File: src/rtl/sub_divide_ctrl.sv
// sub_divide_ctrl
// Repeated-subtraction unsigned divider controller. The datapath subtractor is
// external: this block presents minuend/subtrahend and consumes the
// difference and final borrow, counting successful subtractions as the
// quotient until a borrow shows the remainder is smaller than the divisor.
module sub_divide_ctrl #(
  parameter int WIDTH = 4
) (
  input  logic             clk,
  input  logic             rst,
  input  logic             start,
  input  logic [WIDTH-1:0] dividend,
  input  logic [WIDTH-1:0] divisor,
  output logic [WIDTH-1:0] sub_a,
  output logic [WIDTH-1:0] sub_b,
  output logic             sub_bin,
  input  logic [WIDTH-1:0] sub_d,
  input  logic             sub_bout,
  output logic [WIDTH-1:0] quotient,
  output logic [WIDTH-1:0] remainder,
  output logic             busy,
  output logic             done,
  output logic             div_by_zero
);

  typedef enum logic [1:0] {
    IDLE = 2'd0,
    SUB  = 2'd1,
    DONE = 2'd2
  } state_t;

  state_t           state_r;
  logic [WIDTH-1:0] rem_r;
  logic [WIDTH-1:0] dvs_r;
  logic [WIDTH-1:0] quot_r;
  logic             busy_r;
  logic             done_r;
  logic             dbz_r;

  // Subtractor operands come straight from the working registers; the
  // borrow-in is tied low so the subtractor computes rem_r - dvs_r.
  assign sub_a       = rem_r;
  assign sub_b       = dvs_r;
  assign sub_bin     = 1'b0;

  assign quotient    = quot_r;
  assign remainder   = rem_r;
  assign busy        = busy_r;
  assign done        = done_r;
  assign div_by_zero = dbz_r;

  // Control FSM with registered status outputs and the working registers.
  // A zero divisor still passes through SUB for one cycle (terminating
  // without touching the operands) so that its done pulse lands one edge
  // after acceptance, same as a division whose quotient is zero.
  always_ff @(posedge clk) begin
    if (rst) begin
      state_r <= IDLE;
      rem_r   <= {WIDTH{1'b0}};
      dvs_r   <= {WIDTH{1'b0}};
      quot_r  <= {WIDTH{1'b0}};
      busy_r  <= 1'b0;
      done_r  <= 1'b0;
      dbz_r   <= 1'b0;
    end else begin
      case (state_r)
        IDLE: begin
          done_r <= 1'b0;
          if (start) begin
            rem_r   <= dividend;
            dvs_r   <= divisor;
            busy_r  <= 1'b1;
            state_r <= SUB;
            if (divisor == {WIDTH{1'b0}}) begin
              quot_r <= {WIDTH{1'b1}};
              dbz_r  <= 1'b1;
            end else begin
              quot_r <= {WIDTH{1'b0}};
              dbz_r  <= 1'b0;
            end
          end else begin
            busy_r  <= 1'b0;
            state_r <= IDLE;
          end
        end
        SUB: begin
          if (dbz_r || sub_bout) begin
            // Remainder is below the divisor (or there is nothing to divide
            // by): results are final.
            state_r <= DONE;
            done_r  <= 1'b1;
          end else begin
            rem_r  <= sub_d;
            quot_r <= quot_r + {{(WIDTH-1){1'b0}}, 1'b1};
          end
        end
        DONE: begin
          state_r <= IDLE;
          done_r  <= 1'b0;
          busy_r  <= 1'b0;
        end
        default: begin
          state_r <= IDLE;
          done_r  <= 1'b0;
          busy_r  <= 1'b0;
        end
      endcase
    end
  end

endmodule

File: config.mk
export PLATFORM = sky130hd
export DESIGN_NAME = sub_divide_ctrl
export DESIGN_NICKNAME = d
export VERILOG_FILES = /design/src/rtl/sub_divide_ctrl.sv
export SDC_FILE = /design/constraint.sdc
export NUM_CORES = 1
export LEC_CHECK = 0
export CORE_MARGIN = 8
export CORE_UTILIZATION = 43
export CTS_CLUSTER_SIZE = 14
export DETAILED_ROUTE_END_ITERATION = 8
export GPL_ROUTABILITY_DRIVEN = 0
export PLACE_DENSITY = 0.79
export SKIP_LAST_GASP = 1
export SLEW_MARGIN = 15
export SYNTH_ARGS = -nofsm -noshare
export SYNTH_HDL_FRONTEND = slang
export SYNTH_SLANG_ARGS = --single-unit
File: constraint.sdc
create_clock -name clk -period 3.5 [get_ports clk]
set_input_delay 0.35 -clock clk [delete_from_list [all_inputs] [get_ports clk]]
set_output_delay 0.35 -clock clk [all_outputs]
set_load 0.02 [all_outputs]
# [After elaboration in Yosys (flattened, before gate mapping)]
# Index checks and enable logic that the tools add are counted.
[word_totals] regBits=17 out_inout_bits=20 elab_cells=33
[classes] addsub=1 n_eq_ne=4 n_mux=13 bitwise_logic=1 reduce_logical=7
[op_table] op="$mux 4" count=5
[op_table] op="$pmux 4 s2" count=2
[op_table] op="$ne 2x2->1 const B" count=3
[op_table] op="$add 4x1->4 const B" count=1
[op_table] op="$logic_not 4->1" count=1
[op_table] op="$pmux 2 s2" count=1
[op_table] op="$mux 1" count=3
[op_table] op="$reduce_and 3->1" count=1
[op_table] op="$eq 2x1->1 const B" count=1
[op_table] op="$logic_not 2->1" count=1
[op_table] op="$mux 2" count=1
[op_table] op="$pmux 1 s2" count=1
[op_table] op="$reduce_and 2->1" count=1
[op_table] op="$reduce_bool 2->1" count=1
[op_table] op="$reduce_or 2->1" count=1
[op_table] op="$logic_or 1x1->1" count=1
[op_table] op="$not 1->1" count=1

# [Depth between registers and ports, before layout]
[logic_depth] depth_word=4 mapped_depth=4 mapped_depth_nobuf=4

# [Worst setup path before layout]
# No wires, ideal clock.
[synth_path] path_type="register to register" from="register dbz_r (netlist: div_by_zero)" to="register rem_r[0] (netlist: remainder[0])" setup_ns=0.133 t_arrival_ns=1.192 t_required_ns=3.367 setup_slack_ns=2.175 path_stages_with_launch=5 path_buffers=1 cell_sequence="dfxtp_1 nor4b_4 or2_1 buf_4 a311oi_1"
[synth_via] elab_chain_cells=3
[synth_rtl] element="start: declaration" line="38" rtl="logic dbz_r;"
[synth_rtl] element="start signal: assignment" line="64" rtl="dbz_r <= 1'b0;"
[synth_rtl] element="start signal: assignment" line="76" rtl="dbz_r <= 1'b1;"
[synth_rtl] element="start signal: assignment" line="79" rtl="dbz_r <= 1'b0;"
[synth_rtl] element="$logic_or 1x1->1" line="87" rtl="if (dbz_r || sub_bout) begin"
[synth_rtl] element="$ne 2x2->1 (no source line)"
[synth_rtl] element="$reduce_and 3->1 (no source line)"
[synth_rtl] element="end signal: assignment" line="59" rtl="rem_r <= {WIDTH{1'b0}};"
[synth_rtl] element="end signal: assignment" line="70" rtl="rem_r <= dividend;"
[synth_rtl] element="end signal: assignment" line="93" rtl="rem_r <= sub_d;"
[synth_rtl] element="end: declaration" line="33" rtl="logic [WIDTH-1:0] rem_r;"
# Every way passes these cells.
# A chain may end at the register's enable or synchronous reset.

# [Worst setup path in the final report]
[layout_path] from="register dbz_r (netlist: div_by_zero)" to="output port div_by_zero"
[layout_rtl] element="end: declaration" line="23" rtl="output logic div_by_zero"
# No word-level cell between the ends.

==> flow_metrics.env <==
export IMPL_status="finished, final reports clean"
export IMPL_arrival_ns=1.39
export IMPL_holdWs_ns=0.464
export IMPL_ff2ff_setup_slack_ns=1.94
export IMPL_hold_viol_final=0
export IMPL_wl_mm=2.10
export IMPL_nNetsFinal=139
export IMPL_synth_top_family_by_area="simple AND/OR/NAND/NOR gates"
export IMPL_cts_setup_buffers=0
export IMPL_avgSynthCellArea_um2=8.73
export IMPL_min_path_cells=2
export IMPL_areaGrowthSynthToFinish_pct=41.0
export IMPL_rr_endpoint="remainder[0]$_SDFFE_PP0P_"
export IMPL_critPathBufInv=1
export IMPL_synth_top_area_cell="dfxtp_1"
export IMPL_min_delay_start="sub_b[1]$_SDFFE_PP0P_"
export IMPL_crit_fanout=5
export IMPL_numCtsBuffers=3
export IMPL_core_area_um2=1750
export IMPL_min_period_ns=1.74
export IMPL_max_freq_mhz=574
export IMPL_skew_ns=0.00805
export IMPL_async_flop_share=0
export IMPL_seq_area_frac_synth=0.419
export IMPL_setup_ws_ns=1.76
export IMPL_synth_yosys_warnings=0
export IMPL_hold_path_class="reg -> reg"
export IMPL_place_hpwl_mm=1.55
export IMPL_die_y_um=59.5
export IMPL_cap_violations=0
export IMPL_slew_headroom=0.561
export IMPL_ctsHoldBuffers=0
export IMPL_vias=757
export IMPL_synth_edf_count=0
export IMPL_synthSimpleGateAreaFrac=0.294
export IMPL_ys_types=27
export IMPL_avgViaCountPerCell=5.18
export IMPL_end_kind="primary output"
export IMPL_synth_net_count=110
export IMPL_grt_pass1_vias=730
export IMPL_grt_antenna_before_repair=0
export IMPL_grt_pass1_wl_mm=3.35
export IMPL_p_leak_nw=0.412
export IMPL_synth_xor_area_frac=0
export IMPL_reg2reg_depth=3
export IMPL_finalCritPeriodShare=0.498
export IMPL_ant_nets=0
export IMPL_critical_path_startpoint_type="flip-flop"
export IMPL_rsz0062_at_grt="no"
export IMPL_cts_tree="built"
export IMPL_drtIter0Drc=17
export IMPL_post_cts_resize_count=0
export IMPL_synth_flop_cell="dfxtp_1"
export IMPL_crit_path_cell_trace="clkdlybuf4s50_1"
export IMPL_die_w_um=59.5
export IMPL_synth_common_cells="20 x nand2_1, 17 x dfxtp_1, 9 x nor3_1"
export IMPL_r2r_start="state_r[0]$_SDFFE_PP0P_"
export IMPL_yosysMostFrequentCell="nand2_1"
export IMPL_powerDensity_nw_per_um2=392
export IMPL_ir_worst_vdd_mv=0.323
export IMPL_setup_viol=0
export IMPL_tightest_slew_ns=0.653
export IMPL_rows=15
export IMPL_clock_path_buffers=2
export IMPL_wl_per_cell_um=14.4
export IMPL_track_usage=0.124
export IMPL_diodes=0
export IMPL_synthMuxAreaShare=0
export IMPL_die_area_um2=3530
export IMPL_netlist_area_um2=812
export IMPL_slowest_delay_ns=0.66
export IMPL_root_buffer="clkbuf_4"
export IMPL_drc=0
export IMPL_synth_cells=93
export IMPL_io_buffers=34
export IMPL_io_pin_count=36
export IMPL_synth_top_area_share=0.419
export IMPL_dp_slack_ns=1.54
export IMPL_fin_tns_setup_ns=0
export IMPL_start_util=0.465
export IMPL_synth_area_leaders="dfxtp_1 42%, nand2_1 9.2%, buf_4 6.5%"
export IMPL_worstHoldEndpoint="sub_b[1]$_SDFFE_PP0P_"
export IMPL_slew_viol_final=0
export IMPL_synth_fa_ha_area_frac=0.0154
export IMPL_clock_latency_ns=0.29
export IMPL_grt_overflow_total=0
export IMPL_grt_start_max_net_pins=18
export IMPL_synth_compound_area_frac=0.173
export IMPL_dr_pass1_iters=4
export IMPL_crit_family="buffers and inverters"
export IMPL_crit_type="reg -> out"
export IMPL_drive_gt1_frac=0.0826
export IMPL_h_tree_depth=1
export IMPL_clock_sinks=17
export IMPL_ys_ff_latch=17
export IMPL_slowest_stage="clkdlybuf4s50_1"
export IMPL_clk_pin_slew_worst_paths_ns=0.08
export IMPL_critical_path_required_ns=3.15
==> tightest hold or removal path: stages, from the launching register on <==
cell	delay, ns
dfxtp_1	0.32
nand2_1	0.05
a21oi_1	0.06
==> layout by cell type, fill, tap and decap left out <==
cell and n:
nor3b_1 1, nor2_1 2, o22a_2 2, a22oi_1 1
o32ai_1 2, dfxtp_1 17, nand2_1 20, and2b_2 1
nand2b_1 2, nor3b_4 1, and3_1 1, conb_1 1
or3b_2 1, clkbuf_4 3, nor4b_4 1, ha_1 1
and4bb_2 1, nor4_1 1, a311oi_1 6, or2_1 1
nor3_1 9, inv_1 3, a21oi_1 7, clkdlybuf4s50_1 34
clkbuf_1 1, o21bai_1 1
==> worst max-delay path by stage <==
| stage | startpoint | to | slack [ns] | cells after the start |
|---|---|---|---|---|
| after global routing | div_by_zero$_SDFFE_PP0P_ | div_by_zero | 1.67 | 1 |
| final | div_by_zero$_SDFFE_PP0P_ | div_by_zero | 1.76 | 1 |
| after CTS | div_by_zero$_SDFFE_PP0P_ | div_by_zero | 1.74 | 1 |
| after global placement | start | remainder[0]$_SDFFE_PP0P_ | 1.56 | 4 |
| after detailed placement | start | remainder[0]$_SDFFE_PP0P_ | 1.54 | 4 |
| after floorplan | div_by_zero$_SDFFE_PP0P_ | remainder[0]$_SDFFE_PP0P_ | 2.17 | 4 |
==> final cells by class <==
cell class	instances	area [um^2]
Clock buffer	4	26.3
Sequential cell	17	340
Timing Repair Buffer	34	340
Fill cell	163	601
Multi-Input combinational cell	63	395
Inverter	3	11.3
Tap cell	25	31.3
==> sequential cells by signal, indices dropped and copies added (netlist names) <==
name,count
remainder,4
sub_b,4
busy,1
state_r,2
done,1
div_by_zero,1
quotient,4
==> power breakdown <==
part / total [mW] / switching [mW] / internal [mW]
logic: 0.128 / 0.0632 / 0.0645
clock network: 0.102 / 0.0578 / 0.0443
registers: 0.219 / 0.0114 / 0.207
==> kinds of logic (layout without fill, tap and decap cells) <==
| kind of cell | count (synthesis) | in the layout |
|---|---|---|
| AND/OR/NAND/NOR | 42 | 42 |
| buffers and inverters | 13 | 41 |
| other | 1 | 1 |
| AO/OA/AOI/OAI | 19 | 19 |
| adder cells (fa/ha/maj) | 1 | 1 |
| flip-flops | 17 | 17 |
==> metrics by stage <==
step | util | instances | area (um^2) | power (mW)
floorplan | - | 93 | 812 | 0.300
global route | 0.656 | 146 | 1140 | 0.477
finish | 0.656 | 146 | 1140 | 0.448
detailed placement | 0.641 | 142 | 1120 | 0.351
global placement | 0.641 | 142 | 1120 | 0.349
CTS | 0.656 | 146 | 1140 | 0.455
==> metal layers <==
| layer | track usage | part of all wire | vias up |
|---|---|---|---|
| li1 | - | - | 381 |
| met1 | 0.142 | 0.46 | 341 |
| met2 | 0.193 | 0.45 | 31 |
| met3 | 0.0629 | 0.086 | 4 |
| met4 | 0.0410 | 0.0095 | 0 |
| met5 | 0 | 0 | - |
Note: power is estimated with default switching activity, not from simulation.
